[src/rtl/branch_resolver_pkg.sv]
// branch_resolver_pkg: shared types and helpers for the branch resolver
package branch_resolver_pkg;
  typedef struct packed {
    logic [31:0] pc;
    logic        pred_taken;
    logic [31:0] pred_target;
  } bp_entry_t;
  typedef enum logic {RUN, FLUSH} resolver_state_t;
  localparam logic [31:0] STAT_MAX = 32'hFFFF_FFFF;
  function automatic logic [31:0] sat_inc(input logic [31:0] v);
    return (v == STAT_MAX) ? v : v + 32'd1;
  endfunction
endpackage

[src/rtl/branch_resolver_if.sv]
// branch_resolver_if: fetch record, EX resolve, recovery and BHT training bundle
// master: the pipeline side (drives fetch_*/res_*); slave: the resolver
interface branch_resolver_if #(parameter int IDX_W = 10);
  logic             fetch_valid;
  logic [31:0]      fetch_pc;
  logic             fetch_pred_taken;
  logic [31:0]      fetch_pred_target;
  logic             fetch_ready;
  logic             res_valid;
  logic             res_is_jump;
  logic             res_br_en;
  logic [31:0]      res_target;
  logic             res_ready;
  logic             flush;
  logic             redirect_valid;
  logic [31:0]      redirect_pc;
  logic             upd_valid;
  logic [IDX_W-1:0] upd_index;
  logic             upd_taken;
  logic             upd_jump;
  logic [31:0]      stat_branches;
  logic [31:0]      stat_mispredicts;
  modport master (
    output fetch_valid, fetch_pc, fetch_pred_taken, fetch_pred_target,
    output res_valid, res_is_jump, res_br_en, res_target,
    input  fetch_ready, res_ready, flush, redirect_valid, redirect_pc,
    input  upd_valid, upd_index, upd_taken, upd_jump, stat_branches, stat_mispredicts
  );
  modport slave (
    input  fetch_valid, fetch_pc, fetch_pred_taken, fetch_pred_target,
    input  res_valid, res_is_jump, res_br_en, res_target,
    output fetch_ready, res_ready, flush, redirect_valid, redirect_pc,
    output upd_valid, upd_index, upd_taken, upd_jump, stat_branches, stat_mispredicts
  );
endinterface

[src/rtl/branch_resolver_pred_queue.sv]
// pred_queue: in-order FIFO of outstanding predictions
// push/pop/clear in, full/empty/head out; clear wins over a same-cycle push
module pred_queue
  import branch_resolver_pkg::*;
#(parameter int DEPTH = 4)
(
  input  logic      clk,
  input  logic      rst_n,
  input  logic      push,
  input  logic      pop,
  input  logic      clear,
  input  bp_entry_t din,
  output logic      full,
  output logic      empty,
  output bp_entry_t head
);
  localparam int AW = $clog2(DEPTH);
  localparam int CW = AW + 1;
  bp_entry_t mem [DEPTH];
  logic [AW-1:0] wr_ptr, rd_ptr;
  logic [CW-1:0] count;
  assign full  = count == CW'(DEPTH);
  assign empty = count == '0;
  assign head  = mem[rd_ptr];
  always_ff @(posedge clk or negedge rst_n)
    if (!rst_n) begin
      wr_ptr <= '0;
      rd_ptr <= '0;
      count  <= '0;
    end else if (clear) begin
      wr_ptr <= '0;
      rd_ptr <= '0;
      count  <= '0;
    end else begin
      wr_ptr <= wr_ptr + AW'(push);
      rd_ptr <= rd_ptr + AW'(pop);
      count  <= count + CW'(push) - CW'(pop);
    end
  always_ff @(posedge clk)
    if (push) mem[wr_ptr] <= din;
endmodule

[src/rtl/branch_resolver.sv]
// branch_resolver: resolves queued predictions at EX, drives flush/redirect and BHT training
// clk, rst_n (async active-low); bus: slave side of branch_resolver_if
module branch_resolver
  import branch_resolver_pkg::*;
#(
  parameter int DEPTH        = 4,
  parameter int IDX_W        = 10,
  parameter int FLUSH_CYCLES = 2
)
(
  input  logic clk,
  input  logic rst_n,
  branch_resolver_if.slave bus
);
  localparam int FW = (FLUSH_CYCLES > 1) ? $clog2(FLUSH_CYCLES) : 1;
  resolver_state_t state;
  logic [FW-1:0] fcnt;
  logic full, empty, push, pop, actual, mis;
  logic [31:0] correct_pc, stat_br_q, stat_mis_q, redirect_pc_q;
  logic redirect_valid_q, upd_valid_q, upd_taken_q, upd_jump_q;
  logic [IDX_W-1:0] upd_index_q;
  bp_entry_t head;
  assign bus.fetch_ready = (state == RUN) && !full;
  assign bus.res_ready   = (state == RUN) && !empty;
  assign push       = bus.fetch_valid && bus.fetch_ready;
  assign pop        = bus.res_valid && bus.res_ready;
  assign actual     = bus.res_br_en | bus.res_is_jump;
  assign mis        = pop && ((actual != head.pred_taken) || (actual && head.pred_target != bus.res_target));
  assign correct_pc = actual ? bus.res_target : head.pc + 32'd4;
  pred_queue #(.DEPTH(DEPTH)) u_queue (
    .clk   (clk),
    .rst_n (rst_n),
    .push  (push),
    .pop   (pop),
    .clear (mis),
    .din   ('{pc: bus.fetch_pc, pred_taken: bus.fetch_pred_taken, pred_target: bus.fetch_pred_target}),
    .full  (full),
    .empty (empty),
    .head  (head)
  );
  always_ff @(posedge clk or negedge rst_n)
    if (!rst_n) begin
      state            <= RUN;
      fcnt             <= '0;
      redirect_valid_q <= 1'b0;
      redirect_pc_q    <= '0;
      upd_valid_q      <= 1'b0;
      upd_index_q      <= '0;
      upd_taken_q      <= 1'b0;
      upd_jump_q       <= 1'b0;
      stat_br_q        <= '0;
      stat_mis_q       <= '0;
    end else begin
      upd_valid_q      <= pop;
      redirect_valid_q <= mis;
      if (pop) begin
        upd_index_q <= head.pc[IDX_W-1:0];
        upd_taken_q <= actual;
        upd_jump_q  <= bus.res_is_jump;
        stat_br_q   <= sat_inc(stat_br_q);
      end
      if (mis) begin
        redirect_pc_q <= correct_pc;
        stat_mis_q    <= sat_inc(stat_mis_q);
        state         <= FLUSH;
        fcnt          <= FW'(FLUSH_CYCLES - 1);
      end else if (state == FLUSH) begin
        if (fcnt == '0) state <= RUN;
        else fcnt <= fcnt - 1'b1;
      end
    end
  assign bus.flush            = state == FLUSH;
  assign bus.redirect_valid   = redirect_valid_q;
  assign bus.redirect_pc      = redirect_pc_q;
  assign bus.upd_valid        = upd_valid_q;
  assign bus.upd_index        = upd_index_q;
  assign bus.upd_taken        = upd_taken_q;
  assign bus.upd_jump         = upd_jump_q;
  assign bus.stat_branches    = stat_br_q;
  assign bus.stat_mispredicts = stat_mis_q;
endmodule

[src/flat_wrapper.sv]
// flat-port wrapper written by rule: the top's interface ports become plain ports
module branch_resolver_flat import branch_resolver_pkg::*;
#(
  parameter int DEPTH        = 4,
  parameter int IDX_W        = 10,
  parameter int FLUSH_CYCLES = 2
)
  (clk, rst_n, bus_fetch_valid, bus_fetch_pc, bus_fetch_pred_taken, bus_fetch_pred_target, bus_res_valid, bus_res_is_jump, bus_res_br_en, bus_res_target, bus_fetch_ready, bus_res_ready, bus_flush, bus_redirect_valid, bus_redirect_pc, bus_upd_valid, bus_upd_index, bus_upd_taken, bus_upd_jump, bus_stat_branches, bus_stat_mispredicts);
  branch_resolver_if #(.IDX_W(IDX_W)) bus_i ();
  input  logic clk;
  input  logic rst_n;
  input wire logic [$bits(bus_i.fetch_valid)-1:0] bus_fetch_valid;
  input wire logic [$bits(bus_i.fetch_pc)-1:0] bus_fetch_pc;
  input wire logic [$bits(bus_i.fetch_pred_taken)-1:0] bus_fetch_pred_taken;
  input wire logic [$bits(bus_i.fetch_pred_target)-1:0] bus_fetch_pred_target;
  input wire logic [$bits(bus_i.res_valid)-1:0] bus_res_valid;
  input wire logic [$bits(bus_i.res_is_jump)-1:0] bus_res_is_jump;
  input wire logic [$bits(bus_i.res_br_en)-1:0] bus_res_br_en;
  input wire logic [$bits(bus_i.res_target)-1:0] bus_res_target;
  output wire logic [$bits(bus_i.fetch_ready)-1:0] bus_fetch_ready;
  output wire logic [$bits(bus_i.res_ready)-1:0] bus_res_ready;
  output wire logic [$bits(bus_i.flush)-1:0] bus_flush;
  output wire logic [$bits(bus_i.redirect_valid)-1:0] bus_redirect_valid;
  output wire logic [$bits(bus_i.redirect_pc)-1:0] bus_redirect_pc;
  output wire logic [$bits(bus_i.upd_valid)-1:0] bus_upd_valid;
  output wire logic [$bits(bus_i.upd_index)-1:0] bus_upd_index;
  output wire logic [$bits(bus_i.upd_taken)-1:0] bus_upd_taken;
  output wire logic [$bits(bus_i.upd_jump)-1:0] bus_upd_jump;
  output wire logic [$bits(bus_i.stat_branches)-1:0] bus_stat_branches;
  output wire logic [$bits(bus_i.stat_mispredicts)-1:0] bus_stat_mispredicts;
  assign bus_i.fetch_valid = bus_fetch_valid;
  assign bus_i.fetch_pc = bus_fetch_pc;
  assign bus_i.fetch_pred_taken = bus_fetch_pred_taken;
  assign bus_i.fetch_pred_target = bus_fetch_pred_target;
  assign bus_i.res_valid = bus_res_valid;
  assign bus_i.res_is_jump = bus_res_is_jump;
  assign bus_i.res_br_en = bus_res_br_en;
  assign bus_i.res_target = bus_res_target;
  assign bus_fetch_ready = bus_i.fetch_ready;
  assign bus_res_ready = bus_i.res_ready;
  assign bus_flush = bus_i.flush;
  assign bus_redirect_valid = bus_i.redirect_valid;
  assign bus_redirect_pc = bus_i.redirect_pc;
  assign bus_upd_valid = bus_i.upd_valid;
  assign bus_upd_index = bus_i.upd_index;
  assign bus_upd_taken = bus_i.upd_taken;
  assign bus_upd_jump = bus_i.upd_jump;
  assign bus_stat_branches = bus_i.stat_branches;
  assign bus_stat_mispredicts = bus_i.stat_mispredicts;
  branch_resolver #(.DEPTH(DEPTH), .IDX_W(IDX_W), .FLUSH_CYCLES(FLUSH_CYCLES)) u_core (.clk(clk), .rst_n(rst_n), .bus(bus_i));
endmodule
[config.mk]
export PLATFORM = sky130hd
export DESIGN_NAME = branch_resolver_flat
export DESIGN_NICKNAME = d
export VERILOG_FILES = /design/src/rtl/branch_resolver_pkg.sv /design/src/rtl/branch_resolver_if.sv /design/src/rtl/branch_resolver_pred_queue.sv /design/src/rtl/branch_resolver.sv /design/src/flat_wrapper.sv
export SDC_FILE = /design/constraint.sdc
export NUM_CORES = 1
export LEC_CHECK = 0
export BUFFER_PORTS_ARGS = -buffer_cell sky130_fd_sc_hd__buf_4
export CAP_MARGIN = 20
export CORE_AREA = 2 2 169 171
export CTS_CLUSTER_SIZE = 14
export DETAILED_ROUTE_END_ITERATION = 12
export DIE_AREA = 0 0 171 173
export GPL_TIMING_DRIVEN = 0
export PLACE_DENSITY = 0.91
export SLEW_MARGIN = 20
export SYNTH_ARGS = -nofsm -noshare
export SYNTH_HDL_FRONTEND = slang
export SYNTH_SLANG_ARGS = --single-unit
[constraint.sdc]
create_clock -name clk -period 6.4 [get_ports clk]
set_input_delay 0.32 -clock clk [delete_from_list [all_inputs] [get_ports clk]]
set_output_delay 0.32 -clock clk [all_outputs]
set_load 0.05 [all_outputs]
==> results of run 1 <==
[through the flow]
step                 util  worst slack, ps  cells
finish              0.727             2210   1746
global route        0.727             2080   1746
CTS                 0.726             2470   1744
detailed placement  0.661             2550   1611
global placement    0.651              164   1600
floorplan               -             1280   1007
[cells by family (layout without fill, tap and decap cells)]
logic type / Yosys count / after routing / share of synthesized area
other: 0 / 1 / 0
adder cells (fa/ha/maj): 8 / 8 / 0.00677
AND/OR/NAND/NOR: 278 / 278 / 0.0885
buffers and inverters: 58 / 418 / 0.0197
AO/OA/AOI/OAI: 55 / 55 / 0.0216
flip-flops: 379 / 379 / 0.678
XOR/XNOR: 121 / 121 / 0.0666
multiplexers: 108 / 108 / 0.119
[registers in the layout (all words and copies together), names as in the netlist]
signal	cells
u_core.fcnt	1
u_core.bus.flush	1
u_core.u_queue.mem	260
u_core.bus.upd_index	10
u_core.u_queue.rd_ptr	2
u_core.u_queue.count	3
u_core.bus.upd_taken	1
u_core.bus.redirect_pc	32
u_core.bus.upd_jump	1
u_core.bus.redirect_valid	1
u_core.bus.stat_branches	32
u_core.bus.stat_mispredicts	32
u_core.u_queue.wr_ptr	2
u_core.bus.upd_valid	1
[power by group]
part / total (mW) / switching, mW / internal, mW / leakage, nW
combinational: 3.10 / 1.94 / 1.17 / 3.17
clock: 2.16 / 0.929 / 1.23 / 0.593
sequential: 3.35 / 0.249 / 3.10 / 3.90
total: 8.61 / 3.12 / 5.50 / 7.66
[metal layers]
metal,wire (um),track usage,vias up
met5,0,0,-
met4,1600,0.107,0
met3,4500,0.0643,129
met2,21000,0.481,679
met1,14800,0.357,5239
li1,-,-,4477
[worst max-delay path by stage]
stage,start,endpoint,slack (ps),depth (start not counted)
floorplan,u_core.bus.flush$_DFF_PN0_,u_core.u_queue.mem[1][0]$_DFFE_PP_,1280,5
global placement,u_core.u_queue.count[1]$_DFF_PN0_,u_core.u_queue.mem[2][26]$_DFFE_PP_,160,6
detailed placement,u_core.u_queue.rd_ptr[1]$_DFF_PN0_,u_core.bus.redirect_pc[28]$_DFFE_PN0P_,2550,12
CTS,u_core.u_queue.rd_ptr[1]$_DFF_PN0_,u_core.bus.redirect_pc[28]$_DFFE_PN0P_,2470,12
global route,u_core.u_queue.rd_ptr[1]$_DFF_PN0_,u_core.bus.redirect_pc[28]$_DFFE_PN0P_,2080,12
finish,u_core.u_queue.rd_ptr[1]$_DFF_PN0_,u_core.bus.redirect_pc[28]$_DFFE_PN0P_,2210,12
[final cells by class]
type,count,area [um^2]
diodes,1,2.50
plain buffers,37,235
clock buffers,51,1040
clock inverters,21,160
fillers,1621,7550
inverters,21,78.8
multi-input cells,570,4840
flip-flops and latches,379,10800
well taps,378,473
repair buffers,288,2460
[timing repair]
item	4_1_cts	5_1_grt
hold buffers	61	1
gates resized for setup	0	0
setup endpoints to repair	0	0
endpoints found under the hold margin	289	4
[cells in the final DEF, fill, tap and decap left out, types with 4 or more instances in the layout]
cell	count
a21oi_1	13
a31oi_1	5
and2_1	11
and3_1	19
and4_1	5
buf_12	4
buf_2	5
buf_4	218
buf_6	11
buf_8	4
clkbuf_1	27
clkbuf_16	39
clkinv_1	9
clkinv_2	7
dfrtp_1	119
dlygate4sd3_1	62
edfxtp_1	260
ha_1	7
inv_1	19
mux2_2	22
mux2i_1	22
mux4_2	61
nand2_1	100
nand2b_1	5
nand3_1	33
nand4_1	36
nor2_1	25
nor3_1	15
nor4_1	9
o21ai_0	23
xnor2_1	101
xor2_1	20
==> results.py, run 1 <==
metrics = {
    "route": {
        "drtIter0Drc": 1254,
        "wirelength_um": 42000,
        "wl_per_cell_um": 24.0,
        "num_vias": 10500,
        "drt.antenna.violating_nets": 0,
        "first_pass_iters": 7,
        "drc_errors": 0,
        "vias_per_cell": 6.03,
    },
    "finish": {
        "postLayoutCellArea_um2": 20100,
        "nets": 1447,
        "drive_gt1_frac": 0.293,
        "layout-area-overhead-vs-synth_pct": 26.3,
    },
    "setup_path": {
        "required_ps": 6820,
        "path_common_cell": "buf_4",
        "rr_worst_depth": 12,
        "path_buf_inv": 3,
        "critPathArrivalTime_ps": 4620,
        "critPathSlowestCell": "nand4_1",
        "path_max_fanout": 10,
        "r2r_setup_slack_ps": 2210,
        "criticalPathCategory": "flip-flop to flip-flop",
        "cpPeakStageDelay_ps": 580,
        "cp_top_family": "simple AND/OR/NAND/NOR gates",
        "crit_path_start_kind": "flip-flop",
        "r2r-start": "u_core.u_queue.rd_ptr[1]$_DFF_PN0_",
        "crit_chain": "buf_4 -> buf_4 -> buf_2 -> mux4_2 -> ha_1 -> nand2_1 -> o22ai_1 -> nand4_1 -> nor4_1 -> xnor2_1 -> o21ai_0 -> mux2_4",
        "r2r_end": "u_core.bus.redirect_pc[28]$_DFFE_PN0P_",
        "end_kind": "flip-flop",
    },
    "min_path": {
        "min_from": "bus_fetch_pc[16]",
        "min_to": "u_core.u_queue.mem[2][49]$_DFFE_PP_",
        "hold_depth": 1,
        "min_path_type": "input pin to flip-flop",
    },
    "cts": {
        "cts_setup_buffers": 0,
        "cts_tree": "built",
        "clkLatencyLatePin_ps": 540,
        "cts-root-buf": "clkbuf_16",
        "cts_made_buffers": 39,
        "path_clk_slew_ps": 70,
        "cts_buffer_depth": 3,
        "cts.sinks": 379,
        "htree_levels": 2,
    },
    "timing": {
        "hold_violations": 0,
        "tns_ps": 0,
        "slew_headroom": 0.347,
        "fin_crit_ps": 4190,
        "holdWs_ps": 4.77,
        "rsz0062_at_grt": "false",
        "finalCritPeriodShare": 0.655,
        "tightest_slew_ps": 977,
        "drv_slew": 0,
        "max_clock_freq_ghz": 0.238,
        "setup_viol": 0,
        "fin_skew_ps": 26.4,
    },
    "floorplanning": {
        "ios": 216,
        "core_area_um2": 27600,
        "fp.dieH_um": 173,
        "die_w_um": 171,
        "start_util": 0.576,
        "row_count": 61,
        "die-area_um2": 29600,
    },
    "logic_synthesis": {
        "synth_common_cells": "edfxtp_1 (260), dfrtp_1 (119), xnor2_1 (101)",
        "yosysMostFrequentCell": "edfxtp_1",
        "syn_avg_cell_area_um2": 15.8,
        "synth-edff-count": 260,
        "synth_nets": 1118,
        "synthCells": 1007,
        "yosysSeqAreaShare": 0.678,
        "synth_area_leader_cell": "edfxtp_1",
        "ys_types": 55,
        "yosys_register_bits": 379,
        "synthFlopType": "edfxtp_1",
        "synth-async-reset-ratio": 0.314,
        "syn-cell-area_um2": 15900,
        "synth_top_area_share": 0.491,
        "yosys_warnings": 0,
        "synth_area_leaders": "edfxtp_1 (49%), dfrtp_1 (19%), mux4_2 (8.6%), xnor2_1 (5.6%), nand2_1 (2.4%)",
    },
    "global_route": {
        "grt_max_degree": 65,
        "grt_pass1_wl_um": 62700,
        "grt_pass1_vias": 10700,
        "antenna_found_initial": 1,
        "grt_usage": 0.284,
        "grt_overflow_total": 0,
    },
    "placement": {
        "dp_hpwl_um": 28300,
        "port_buffers": 215,
        "dpl-instance-area_um2": 18300,
        "place_congestion": 0.842,
    },
    "pwr": {
        "p_per_area_nw_per_um2": 429,
        "finalPower_mw": 8.61,
        "p_leak_nw": 7.66,
        "peakVddDrop_uv": 366,
    },
    "job": {
        "maxCapViolations": 0,
    },
    "run_status": {
        "status": "completed",
    },
}
No activity file was read; power rests on OpenSTA's default activity.
==> run 2, diff against run 1 <==
--- a/config.mk
+++ b/config.mk
@@ -5,12 +5,13 @@
 export SDC_FILE = /design/constraint.sdc
 export NUM_CORES = 1
 export LEC_CHECK = 0
+export ABC_AREA = 1
 export BUFFER_PORTS_ARGS = -buffer_cell sky130_fd_sc_hd__buf_4
 export CAP_MARGIN = 20
-export CORE_AREA = 2 2 169 171
+export CORE_AREA = 2 2 177 179
 export CTS_CLUSTER_SIZE = 14
 export DETAILED_ROUTE_END_ITERATION = 12
-export DIE_AREA = 0 0 171 173
+export DIE_AREA = 0 0 179 181
 export GPL_TIMING_DRIVEN = 0
 export PLACE_DENSITY = 0.91
 export SLEW_MARGIN = 20
==> constraint.sdc (replaced) <==
create_clock -name clk -period 4 [get_ports clk]
set_input_delay 0.2 -clock clk [delete_from_list [all_inputs] [get_ports clk]]
set_output_delay 0.2 -clock clk [all_outputs]
set_load 0.05 [all_outputs]
==> run 2 against run 1 <==
- register-to-register slack got worse by 1700 ps
- cell count increased by 53%
- first-iteration DRC count increased by 68%
- combinational power increased by 120%
- total power increased by 86%
- via count increased by 52%
- area after synthesis increased by 12%
- fmax increased by 18%
- critical endpoint is now u_core.bus.redirect_pc[24]$_DFFE_PN0P_
- largest power group is now combinational cells
==> results.py, run 2 <==
metrics = {
    "run_status": {
        "status": "completed",
    },
    "finish": {
        "postLayoutCellArea_um2": 22400,
        "final_cell_mix": "nand2_1 (733), edfxtp_1 (260), buf_4 (230), nand3_1 (170), nor2_1 (143)",
        "n_fill_cell": 1975,
        "nets": 2358,
        "final_util": 0.737,
        "drive_gt1_frac": 0.163,
        "final_common_cell": "nand2_1",
        "regMostFlops": "u_core.u_queue.mem",
        "layout-area-overhead-vs-synth_pct": 25.7,
        "largest_reg_flops": 260,
    },
    "cts": {
        "path_clk_slew_ps": 70,
        "cts-root-buf": "clkbuf_16",
        "cts.sinks": 379,
        "cts_setup_buffers": 0,
        "cts_buffer_depth": 3,
        "cts.repair.resized": 0,
        "htree_levels": 2,
        "clkLatencyLatePin_ps": 570,
        "cts_made_buffers": 39,
        "cts_tree": "built",
    },
    "logic_synthesis": {
        "synthFlopType": "edfxtp_1",
        "synth_common_cells": "nand2_1 (733), edfxtp_1 (260), nand3_1 (170)",
        "synth-xor-area-share": 0.0344,
        "yosysMostFrequentCell": "nand2_1",
        "yosysSeqAreaShare": 0.606,
        "synth_area_leaders": "edfxtp_1 (44%), dfrtp_1 (17%), nand2_1 (15%), nand3_1 (4.8%), nor2_1 (3.0%)",
        "syn_avg_cell_area_um2": 9.37,
        "synth_simple_gate_area_frac": 0.284,
        "ys_types": 39,
        "synth_top_area_share": 0.439,
        "synth_nets": 2010,
        "syn-cell-area_um2": 17800,
        "synth-async-reset-ratio": 0.314,
        "synth_adder_area_share": 0.00604,
        "synthCells": 1899,
        "yosys_warnings": 0,
        "synth_mux_area_frac": 0.00225,
        "synth_compound_area_frac": 0.0174,
        "synth_top_family_by_area": "simple AND/OR/NAND/NOR gates",
        "synth_area_leader_cell": "edfxtp_1",
        "synth-edff-count": 260,
        "yosys_register_bits": 379,
    },
    "timing": {
        "hold_violations": 0,
        "drv_slew": 0,
        "rsz0062_at_grt": "false",
        "fin_crit_ps": 3540,
        "setup_viol": 0,
        "tightest_slew_ps": 855,
        "max_clock_freq_ghz": 0.282,
        "fin_skew_ps": 46.1,
        "layout_setup_ws_ps": 460,
        "finalCritPeriodShare": 0.885,
        "slew_headroom": 0.428,
    },
    "setup_path": {
        "cp.depth": 14,
        "cp_top_family": "simple AND/OR/NAND/NOR gates",
        "r2r_setup_slack_ps": 460,
        "required_ps": 4420,
        "cpPeakStageDelay_ps": 510,
        "crit_chain": "buf_2 -> buf_1 -> nand2_1 -> nand2_1 -> ha_1 -> nand3_1 -> inv_1 -> nand2_1 -> nor2_1 -> nand3_1 -> nand2_1 -> nand3_1 -> nand4_1 -> nand2_1",
        "rr_worst_depth": 14,
        "end_kind": "flip-flop",
        "path_common_cell": "nand2_1",
        "crit_path_start_kind": "flip-flop",
        "criticalPathCategory": "flip-flop to flip-flop",
        "critPathArrivalTime_ps": 3960,
        "r2r-start": "u_core.u_queue.rd_ptr[1]$_DFF_PN0_",
        "path_max_fanout": 10,
        "critPathSlowestCell": "buf_1",
        "path_buf_inv": 3,
        "r2r_end": "u_core.bus.redirect_pc[24]$_DFFE_PN0P_",
    },
    "route": {
        "drc_errors": 0,
        "first_pass_iters": 6,
        "wirelength_um": 57400,
        "drt.antenna.violating_nets": 0,
        "wl_per_cell_um": 21.5,
        "vias_per_cell": 5.97,
        "num_vias": 16000,
        "drtIter0Drc": 2106,
    },
    "global_route": {
        "grt_pass1_wl_um": 87300,
        "grt_max_degree": 80,
        "grt_pass1_vias": 15800,
        "grt_usage": 0.356,
        "grt_overflow_total": 0,
        "antenna_found_initial": 2,
    },
    "floorplanning": {
        "ios": 216,
        "die_w_um": 179,
        "start_util": 0.587,
        "fp.dieH_um": 181,
        "row_count": 64,
        "core_area_um2": 30300,
        "die-area_um2": 32400,
    },
    "placement": {
        "preCtsSetupSlack_ps": 648,
        "port_buffers": 215,
        "place_congestion": 0.923,
        "dpl-instance-area_um2": 20300,
        "dp_hpwl_um": 38800,
    },
    "min_path": {
        "hold_depth": 5,
        "min_from": "bus_res_target[11]",
        "min_path_type": "input pin to flip-flop",
        "min_to": "u_core.bus.redirect_pc[11]$_DFFE_PN0P_",
    },
    "pwr": {
        "p_seq_frac": 0.337,
        "p_int_mw": 9.15,
        "p_comb_frac": 0.425,
        "p_sw_frac": 0.430,
        "power.switching_mw": 6.91,
        "p_leak_nw": 9.95,
        "peakVddDrop_uv": 718,
        "p_per_area_nw_per_um2": 718,
        "pwr-share-clk": 0.238,
    },
    "job": {
        "maxCapViolations": 0,
    },
}
[run 2: cell types whose count changed after synthesis, sizes merged, moves of 61 or more]
cell / previous run / this run
xnor2: 101 / 26
nand2: 101 / 736
inv: 20 / 113
nor2: 27 / 149
mux4: 61 / 0
nand3: 33 / 171
[run 2: tightest hold or removal path, delay by kind of cell]
kind / cells / cell delay (ps)
AND/OR/NAND/NOR: 3 / 160
buffers and inverters: 1 / 120
AO/OA/AOI/OAI: 1 / 70
[run 2: area by class of cell]
| class | instances | area [um^2] | share of cell area |
|---|---|---|---|
| multi-input combinational | 1333 | 6180 | 0.276 |
| clock inverter | 21 | 253 | 0.0113 |
| tap | 396 | 495 | 0.0221 |
| timing repair buffer | 307 | 2690 | 0.120 |
| antenna | 2 | 5.00 | 0.000224 |
| buffer | 72 | 449 | 0.0201 |
| clock buffer | 51 | 1080 | 0.0484 |
| sequential | 379 | 10800 | 0.482 |
| inverter | 115 | 439 | 0.0196 |
[run 2: per-stage QoR]
| step | setup TNS [ps] | instances | power [mW] | hold slack [ps] |
|---|---|---|---|---|
| 2_1_floorplan | 0 | 1899 | 9.55 | -95.6 |
| 3_3_place_gp | -76770 | 2510 | 11.5 | 397 |
| 3_5_place_dp | 0 | 2533 | 11.9 | 140 |
| 4_1_cts | 0 | 2674 | 15.8 | 8.31 |
| 5_1_grt | 0 | 2674 | 16.7 | 25.6 |
| 6_report | 0 | 2676 | 16.1 | 8.91 |
[run 2: metal layers]
metal | share of wire | vias to the layer above | GRT usage
met5 | 0 | - | 0
met4 | 0.057 | 0 | 0.177
met3 | 0.12 | 267 | 0.0911
met2 | 0.46 | 1240 | 0.564
met1 | 0.36 | 7432 | 0.455
li1 | - | 7032 | -
[run 2: cell families after synthesis]
kind of cell / after synthesis
adders and majority gates: 8
muxes: 4
xor gates and xnor gates: 70
and+or+nand+nor: 1194
DFF: 379
buffers and inverters: 187
AOI/OAI and AO/OA: 57
[run 2: how the worst max path moves through the flow]
stage                                             startpoint                                endpoint  slack (ps)
after floorplan                   u_core.bus.flush$_DFF_PN0_      u_core.u_queue.mem[0][0]$_DFFE_PP_         230
after global placement            u_core.bus.flush$_DFF_PN0_     u_core.u_queue.mem[2][41]$_DFFE_PP_        -350
after detailed placement  u_core.u_queue.rd_ptr[1]$_DFF_PN0_  u_core.bus.redirect_pc[24]$_DFFE_PN0P_         650
after CTS                 u_core.u_queue.rd_ptr[1]$_DFF_PN0_  u_core.bus.redirect_pc[24]$_DFFE_PN0P_         620
after global routing      u_core.u_queue.rd_ptr[1]$_DFF_PN0_  u_core.bus.redirect_pc[24]$_DFFE_PN0P_         260
final                     u_core.u_queue.rd_ptr[1]$_DFF_PN0_  u_core.bus.redirect_pc[24]$_DFFE_PN0P_         460
[run 2: power by group through the flow]
stage | sequential [mW] | clock [mW] | combinational (mW)
after floorplan | 6.21 | 0 | 3.34
after global placement | 5.42 | 0 | 6.06
after detailed placement | 5.42 | 0 | 6.44
after CTS | 5.36 | 3.81 | 6.60
after global routing | 5.43 | 3.98 | 7.26
final | 5.41 | 3.83 | 6.82
[run 2: what timing repair did]
action | 4_1_cts | 5_1_grt
endpoints found under the hold margin | 303 | 0
endpoints found under the setup margin | 0 | 0
hold buffers | 69 | 0
